### src/rtl/param_pipe_reg_pkg.sv
// rtl/param_pipe_reg_pkg.sv - shared types and helpers for the param_pipe_reg slice
//
// Package param_pipe_pkg:
//   count_width(depth) : occupancy counter width, $clog2(depth+2); also covers the
//                        extra skid entry when that option is built in
//   RST_BIT            : reset value of every data bit (data resets to all zeros)
//   pipe_stage_t       : valid+data view of one 8-bit stage for SV users
package param_pipe_pkg;

  localparam logic RST_BIT = 1'b0;

  typedef struct packed {
    logic       vld;
    logic [7:0] dat;
  } pipe_stage_t;

  function automatic int count_width(input int depth);
    return $clog2(depth + 2);
  endfunction

endpackage

### src/rtl/param_pipe_reg_if.sv
// rtl/param_pipe_reg_if.sv - valid/ready stream bundle for param_pipe_reg
//
// Parameter: W data width.
// Signals  : in_valid/in_ready/d_in (upstream side), out_valid/out_ready/d_out
//            (downstream side).
// Modports : master = environment driving the pipe, slave = the pipe itself.
interface param_pipe_reg_if #(
  parameter int W = 8
);
  logic         in_valid;
  logic         in_ready;
  logic [W-1:0] d_in;
  logic         out_valid;
  logic         out_ready;
  logic [W-1:0] d_out;

  modport master (
    output in_valid, d_in, out_ready,
    input  in_ready, out_valid, d_out
  );

  modport slave (
    input  in_valid, d_in, out_ready,
    output in_ready, out_valid, d_out
  );
endinterface

### src/rtl/param_pipe_reg_stage.sv
// rtl/param_pipe_reg_stage.sv - one valid/data register stage of the pipeline
//
// Module pipe_stage:
//   clk, resetn : clock, asynchronous active-low reset (vld and dat to zero)
//   i_clr       : synchronous flush of vld (data left as is)
//   i_load      : capture i_vld this cycle; dat only follows when i_vld is set
//   i_vld/i_dat : incoming valid/data
//   o_vld/o_dat : registered valid/data
module pipe_stage
  import param_pipe_pkg::*;
#(
  parameter int W = 8
) (
  input  logic         clk,
  input  logic         resetn,
  input  logic         i_clr,
  input  logic         i_load,
  input  logic         i_vld,
  input  logic [W-1:0] i_dat,
  output logic         o_vld,
  output logic [W-1:0] o_dat
);

  logic         r_vld;
  logic [W-1:0] r_dat;

  always_ff @(posedge clk or negedge resetn) begin
    if (!resetn) begin
      r_vld <= 1'b0;
      r_dat <= {W{RST_BIT}};
    end else if (i_clr) begin
      r_vld <= 1'b0;
    end else if (i_load) begin
      r_vld <= i_vld;
      // Empty stages keep stale data; only real words overwrite it.
      if (i_vld) r_dat <= i_dat;
    end
  end

  assign o_vld = r_vld;
  assign o_dat = r_dat;

endmodule

### src/rtl/param_pipe_reg.sv
// rtl/param_pipe_reg.sv - DEPTH-stage valid/ready register pipeline with flush and occupancy
//
// Parameters: W data width, DEPTH stage count, CW count width (derived).
// Ports:
//   clk, resetn : clock, asynchronous active-low reset
//   clr         : synchronous flush of all stages (and skid), drops any concurrent push/pop
//   bus         : param_pipe_reg_if slave (in_valid/in_ready/d_in, out_valid/out_ready/d_out)
//   count       : registered number of valid entries held
// Build option PARAM_PIPE_REG_SKID_EN: adds a skid register ahead of stage 0 so
// in_ready comes straight from a flop; capacity grows to DEPTH+1.
module param_pipe_reg
  import param_pipe_pkg::*;
#(
  parameter  int W     = 8,
  parameter  int DEPTH = 2,
  localparam int CW    = count_width(DEPTH)
) (
  input  logic            clk,
  input  logic            resetn,
  input  logic            clr,
  param_pipe_reg_if.slave bus,
  output logic [CW-1:0]   count
);

  logic [DEPTH-1:0] w_vld;
  logic [DEPTH-1:0] w_ld;
  logic [W-1:0]     w_dat [DEPTH];
  logic             w_s0_vld;
  logic [W-1:0]     w_s0_dat;
  logic             w_push;
  logic             w_pop;
  logic [CW-1:0]    r_count;

  // Stage i may load when it is empty or when every stage from i to the output
  // is full and the output is popping; i.e. anything empty at or after i lets
  // the words behind it compact forward.
  always_comb begin : p_load
    logic w_tail_full;
    w_tail_full = 1'b1;
    w_ld        = '0;
    for (int i = DEPTH - 1; i >= 0; i--) begin
      w_tail_full = w_tail_full & w_vld[i];
      w_ld[i]     = bus.out_ready | !w_tail_full;
    end
  end

`ifdef PARAM_PIPE_REG_SKID_EN
  logic         w_skid_vld;
  logic [W-1:0] w_skid_dat;
  logic         w_skid_load;
  logic         w_skid_nvld;

  assign bus.in_ready = !w_skid_vld;
  assign w_push       = bus.in_valid & bus.in_ready;
  // A full skid only ever drains (no push can land while it is full); an empty
  // skid captures a pushed word that stage 0 cannot take this cycle.
  assign w_skid_load  = w_skid_vld ? w_ld[0] : (w_push & !w_ld[0]);
  assign w_skid_nvld  = !w_skid_vld;
  assign w_s0_vld     = w_skid_vld | w_push;
  assign w_s0_dat     = w_skid_vld ? w_skid_dat : bus.d_in;

  pipe_stage #(.W(W)) u_skid (
    .clk    (clk),
    .resetn (resetn),
    .i_clr  (clr),
    .i_load (w_skid_load),
    .i_vld  (w_skid_nvld),
    .i_dat  (bus.d_in),
    .o_vld  (w_skid_vld),
    .o_dat  (w_skid_dat)
  );
`else
  assign bus.in_ready = w_ld[0];
  assign w_push       = bus.in_valid & bus.in_ready;
  assign w_s0_vld     = w_push;
  assign w_s0_dat     = bus.d_in;
`endif

  for (genvar g = 0; g < DEPTH; g++) begin : g_stage
    logic         w_src_vld;
    logic [W-1:0] w_src_dat;

    if (g == 0) begin : g_first
      assign w_src_vld = w_s0_vld;
      assign w_src_dat = w_s0_dat;
    end else begin : g_next
      assign w_src_vld = w_vld[g-1];
      assign w_src_dat = w_dat[g-1];
    end

    pipe_stage #(.W(W)) u_stage (
      .clk    (clk),
      .resetn (resetn),
      .i_clr  (clr),
      .i_load (w_ld[g]),
      .i_vld  (w_src_vld),
      .i_dat  (w_src_dat),
      .o_vld  (w_vld[g]),
      .o_dat  (w_dat[g])
    );
  end

  assign w_pop         = w_vld[DEPTH-1] & bus.out_ready;
  assign bus.out_valid = w_vld[DEPTH-1];
  assign bus.d_out     = w_dat[DEPTH-1];

  always_ff @(posedge clk or negedge resetn) begin
    if (!resetn) begin
      r_count <= '0;
    end else if (clr) begin
      r_count <= '0;
    end else if (w_push && !w_pop) begin
      r_count <= r_count + CW'(1);
    end else if (!w_push && w_pop) begin
      r_count <= r_count - CW'(1);
    end
  end

  assign count = r_count;

endmodule

### src/flat_wrapper.sv
// flat-port wrapper written by rule: the top's interface ports become plain ports
module param_pipe_reg_flat import param_pipe_pkg::*;
#(
  parameter  int W     = 8,
  parameter  int DEPTH = 2,
  localparam int CW    = count_width(DEPTH)
)
  (clk, resetn, clr, count, bus_in_valid, bus_d_in, bus_out_ready, bus_in_ready, bus_out_valid, bus_d_out);
  param_pipe_reg_if #(.W(W)) bus_i ();
  input  logic clk;
  input  logic resetn;
  input  logic clr;
  output logic [CW-1:0] count;
  input wire logic [$bits(bus_i.in_valid)-1:0] bus_in_valid;
  input wire logic [$bits(bus_i.d_in)-1:0] bus_d_in;
  input wire logic [$bits(bus_i.out_ready)-1:0] bus_out_ready;
  output wire logic [$bits(bus_i.in_ready)-1:0] bus_in_ready;
  output wire logic [$bits(bus_i.out_valid)-1:0] bus_out_valid;
  output wire logic [$bits(bus_i.d_out)-1:0] bus_d_out;
  assign bus_i.in_valid = bus_in_valid;
  assign bus_i.d_in = bus_d_in;
  assign bus_i.out_ready = bus_out_ready;
  assign bus_in_ready = bus_i.in_ready;
  assign bus_out_valid = bus_i.out_valid;
  assign bus_d_out = bus_i.d_out;
  param_pipe_reg #(.W(W), .DEPTH(DEPTH)) u_core (.clk(clk), .resetn(resetn), .clr(clr), .bus(bus_i), .count(count));
endmodule
### config.mk
export PLATFORM = sky130hd
export DESIGN_NAME = param_pipe_reg_flat
export DESIGN_NICKNAME = d
export VERILOG_FILES = /design/src/rtl/param_pipe_reg_pkg.sv /design/src/rtl/param_pipe_reg_if.sv /design/src/rtl/param_pipe_reg_stage.sv /design/src/rtl/param_pipe_reg.sv /design/src/flat_wrapper.sv
export SDC_FILE = /design/constraint.sdc
export NUM_CORES = 1
export LEC_CHECK = 0
export ABC_AREA = 1
export CAP_MARGIN = 20
export CORE_MARGIN = 10
export CORE_UTILIZATION = 25
export CTS_BUF_LIST = sky130_fd_sc_hd__clkbuf_4 sky130_fd_sc_hd__clkbuf_8 sky130_fd_sc_hd__clkbuf_16
export DETAILED_ROUTE_END_ITERATION = 10
export GPL_ROUTABILITY_DRIVEN = 1
export SYNTH_ARGS = -nofsm -noshare
export SYNTH_HDL_FRONTEND = slang
export SYNTH_HIERARCHICAL = 1
export SYNTH_SLANG_ARGS = --single-unit
### constraint.sdc
create_clock -name clk -period 1.6 [get_ports clk]
set_input_delay 0.24 -clock clk [delete_from_list [all_inputs] [get_ports clk]]
set_output_delay 0.24 -clock clk [all_outputs]
set_load 0.01 [all_outputs]
# After elaboration in Yosys (flattened, before gate mapping)
# Index checks and enable logic that the tools add are counted.
totals:
  in_bits: 13
  wordCells: 31
  out_inout_bits: 12
  reg_bits: 20
op_classes:
  bitwise_logic: 6
  add_sub_neg: 2
  n_mux: 7
  n_reduce_logical: 11
ops:
  columns: ["op", "n"]
  rows:
  - ["2-to-1 mux 2 bit", 3]
  - ["AND reduction 3 bit", 2]
  - ["zero test 1 bit", 4]
  - ["2-to-1 mux 1 bit", 4]
  - ["nonzero test 2 bit", 2]
  - ["bitwise AND 1 bit", 3]
  - ["nonzero test 3 bit", 1]
  - ["adder 2 x 1 -> 2 bit, second input constant", 1]
  - ["logical AND 1 bit", 2]
  - ["OR 1 bit", 2]
  - ["subtractor 2 x 1 -> 2 bit, second input constant", 1]
  - ["NOT 1 bit", 1]

# Depth between registers and ports, before layout
# Gate-level depths: netlist (run 1).
depth:
  word_depth: 9
  depth_mapped: 7
  mapped_depth_nobuf: 7

# Hierarchy
# The synthesis (run 1) kept the hierarchy.
by_module_without_submodules:
  columns: ["mod", "seq_area_each_um2", "cells_per_inst", "area_each_um2", "instances"]
  rows:
  - ["pipe_stage", 225.2, 39, 387.9, 2]
  - ["param_pipe_reg", 50.0, 27, 167.7, 1]

# Worst setup path after synthesis (run 1)
# No wires, ideal clock.
synth_timing:
  kind: "reg2reg"
  start: "reg u_core.g_stage[1].u_stage.r_vld"
  end: "reg u_core.g_stage[0].u_stage.r_vld"
  setup_time_ps: 129
  period_less_slack_ps: 1224
  path_stages_with_launch: 6
  required_ps: 1471
  arrival_ps: 1095
  path_slack_ps: 376
  n_path_buf: 1
  cell_sequence: "dfrtp_1 nand3_2 and2_1 buf_6 nand3_4 o21ai_0"
synth_between:
  elab_chain_len: 6
  word_cells_on_any_way: 7
  cone_classes: "2 x mux; 3 x bitwise; 2 x reduce/logical"
synth_lines:
  columns: ["element", "line", "rtl"]
  rows:
  - ["from (decl)", "param_pipe_reg_stage.sv:24", "logic r_vld;"]
  - ["from (signal assigned)", "param_pipe_reg_stage.sv:34", "r_vld <= i_vld;"]
  - ["bitwise AND 1 bit", "param_pipe_reg.sv:42", "w_tail_full = w_tail_full & w_vld[i];"]
  - ["zero test 1 bit", "param_pipe_reg.sv:43", "w_ld[i] = bus.out_ready | !w_tail_full;"]
  - ["OR 1 bit", "param_pipe_reg.sv:43", null]
  - ["via bus_in_ready", "flat_wrapper.sv:17", "output wire logic [$bits(bus_i.in_ready)-1:0] bus_in_ready;"]
  - ["bitwise AND 1 bit", "param_pipe_reg.sv:74", "assign w_push = bus.in_valid & bus.in_ready;"]
  - ["via u_core.g_stage[0].w_src_vld", "param_pipe_reg.sv:80", "logic w_src_vld;"]
  - ["2-to-1 mux 1 bit", "param_pipe_reg_stage.sv:33", "end else if (i_load) begin"]
  - ["2-to-1 mux 1 bit", "param_pipe_reg_stage.sv:31", "end else if (i_clr) begin"]
  - ["to (signal assigned)", "param_pipe_reg_stage.sv:34", null]
  - ["to (decl)", "param_pipe_reg_stage.sv:24", null]
# The timed path passes the listed nets, and every way through them passes these cells. The select of a mux whose other input is x is not followed.
# A chain may end at the register's enable or synchronous reset.

# Worst setup path after layout (run 1)
layout_timing:
  start: "reg u_core.g_stage[1].u_stage.r_vld"
  end: "out bus_out_valid"
layout_lines:
  columns: ["element", "line", "rtl"]
  rows:
  - ["to (decl)", "flat_wrapper.sv:18", "output wire logic [$bits(bus_i.out_valid)-1:0] bus_out_valid;"]
# No word-level cell between the ends.

==> results by group, run 1 <==
Outcome
  • Status: completed

Floorplan
  • I/O Pins: 25
  • Die area: 6630 um^2
  • Die width: 81.4 um
  • Die Span Y: 81.4 um
  • Number of placement rows: 22
  • Area of the core: 3660 um^2
  • Initial core utilization: 25.8%

Route
  • Initial DRC Count: 43
  • # DRC: 0
  • Drt wl/cell: 11.4 um
  • First drt pass iteration count: 4
  • Final ANT Viol Nets: 0
  • Vias: 772
  • Via density per instance: 4.24
  • Total length of routed wires: 2070 um

CTS
  • H-tree lvl count: 1
  • CTS max path bufs: 2
  • CTS tree: yes
  • Worst-skew pair later-pin latency: 250 ps
  • CTS Buf Count: 3
  • CTS Root Cell: clkbuf_8
  • Clock Sinks: 20
  • Hold-fix buffers at CTS: 0
  • CTS clock-pin slew for the worst setup and hold paths: 70 ps

Timing
  • Worst slew margin: 83.4%
  • Crit share post-route: 94.0%
  • RSZ-0062 raised after global routing: no
  • Crit path time final: 1500 ps
  • Layout Skew: 4.11 ps
  • Fin. Hold Viols: 0
  • Final max-slew violation count: 0
  • # setup viols final: 0
  • Maximum clock rate: 665 MHz
  • Slew @ Worst Pin: 248 ps

Run
  • Max-Cap Viols: 0

Yosys
  • Synthesized flop and latch total: 20
  • Largest family of logic cells by synthesized area: simple AND/OR/NAND/NOR gates
  • Most frequent cell after synthesis: nand2_1
  • Synth Area in Compound Gates: 2.52%
  • Ys Warns: 6
  • Top_reg_cell synth: dfrtp_1
  • Post-Synth XOR/XNOR Area: 0%
  • Syn_nets: 118
  • Adder-cell share of the synthesized area: 0%
  • Synth unique cells: 15
  • Post-synth top cells: nand2_1 (43), dfrtp_1 (20), nand4_1 (17)
  • Post-synth top area share: 53.1%
  • Largest cells by area after synthesis: dfrtp_1 (53%), nand2_1 (17%), nand4_1 (11%)
  • Register area share after synthesis: 53.1%
  • Synthesized area: 943 um^2
  • Post-synth EDFFs: 0
  • Mux contribution to synthesized area: 0%
  • Cells after Synth: 105
  • Mean post-synth cell area: 8.98 um^2
  • Top cell type by total area after synthesis: dfrtp_1
  • Ys async rst share: 100%
  • Post-Synth Simple-Gate Area: 36.5%

Power
  • Tot Pwr: 1.25 mW
  • Worst VDD drop: 0.244 mV
  • Standby leakage power: 0.617 nW
  • Cell Pwr Density: 975 nW/um^2

Worst setup path
  • CP Cell Sequence: clkdlybuf4s50_1
  • Type of origin of the critical path: register
  • Crit Path Class: register to output port
  • Slowest-stage cell, CP: clkdlybuf4s50_1
  • Crit-path leading delay family: buffers and inverters
  • Crit-path max FO: 5
  • Worst path arrival time: 1260 ps
  • CP max stage delay: 580 ps
  • Nature of the critical path endpoint: output port
  • Worst Path Required: 1360 ps
  • Buf+Inv Stages, Crit Path: 1

Place
  • Placed Instance Area: 1240 um^2
  • PortBufs: 24
  • HPWL Detailed: 1700 um
  • RePlAce Congestion: 0.739

Global routing
  • Largest net degree at the start of global routing: 21
  • Initial antenna violation count: 0
  • GRT Util Overall: 6.69%
  • Vias in the first global route: 773
  • Grt ovf: 0
  • First-pass GRT wire length: 3500 um

Final layout
  • Nets: 149
  • Share of cells above drive strength 1: 12.7%
  • Design Area, Final: 1280 um^2
  • Synth-to-layout area growth: 36.1%
  • # diodes: 0

Hold path
  • Hold Path Class: input pin to async pin
-- registers in the layout, summed over array words and instances (netlist names) --
register / cells
u_core/count: 2
u_core/g_stage.u_stage/o_vld: 2
u_core/g_stage.u_stage/o_dat: 16
-- power by group --
part	internal [mW]	total, mW	switching (mW)
combinational	0.164	0.308	0.145
sequential	0.584	0.634	0.0496
clock	0.167	0.310	0.143
total	0.915	1.25	0.337
-- per-stage QoR --
step | std cells | TNS (ps) | util [%] | hold WS (ps) | setup WS [ps]
after floorplan | 105 | 0 | - | -55.6 | 376
after global placement | 179 | -37.7 | 34.0 | 459 | -37.7
after detailed placement | 179 | -56.6 | 34.0 | 466 | -56.6
after CTS | 182 | 0 | 35.1 | 339 | 81.0
after global routing | 182 | 0 | 35.1 | 345 | 29.3
final | 182 | 0 | 35.1 | 327 | 96.6
-- worst paths after layout --
kind                                                       to                                from  slack [ps]  cells past startpoint
setup reg to reg           u_core/g_stage[0].u_stage/o_dat[6]     u_core/g_stage[1].u_stage/o_vld         360                      5
min in group clk           u_core/g_stage[0].u_stage/o_dat[7]  u_core/g_stage[0].u_stage/o_dat[7]         480                      2
setup / recovery                                bus_out_valid     u_core/g_stage[1].u_stage/o_vld         100                      1
max in group asynchronous  u_core/g_stage[1].u_stage/o_dat[5]                              resetn        1060                      2
hold reg to reg            u_core/g_stage[0].u_stage/o_dat[7]  u_core/g_stage[0].u_stage/o_dat[7]         480                      2
hold / removal             u_core/g_stage[0].u_stage/o_dat[4]                              resetn         330                      2
-- routing by layer --
metal	global-route usage (%)	up-vias	routed length [um]
li1	-	407	-
met4	5.19	0	47
met2	10.4	18	946
met3	1.42	2	97
met5	0	-	0
met1	7.86	345	979
-- kinds of logic after synthesis --
kind of cell / count (synthesis)
simple gates: 69
flops: 20
buf+inv: 12
compound gates: 4
-- what timing repair did --
action / in CTS / in global routing
setup buffers: 0 / 0
endpoints found under the setup margin: 1 / 0
gates resized for setup: 1 / 0
-- area by class of cell --
class	instances	area [um^2]
Multi-Input combinational cell	73	368
Inverter	8	30.0
Timing Repair Buffer	30	284
Fill cell	409	2380
Tap cell	48	60.1
Clock buffer	3	41.3
Sequential cell	20	500
-- layout by cell type, fill, tap and decap left out, types with 3 or more instances in the layout --
master           count
buf_4                6
clkbuf_8             3
nand4_1             17
nand2_1             43
clkdlybuf4s50_1     23
dfrtp_1             20
inv_1                6
No activity file was read; power rests on OpenSTA's default activity.
==> run 2, diff against run 1 <==
- CAP_MARGIN: 20 -> not set
==> results of run 2 <==
Final layout, timing and power as in run 1 (identical DEF).
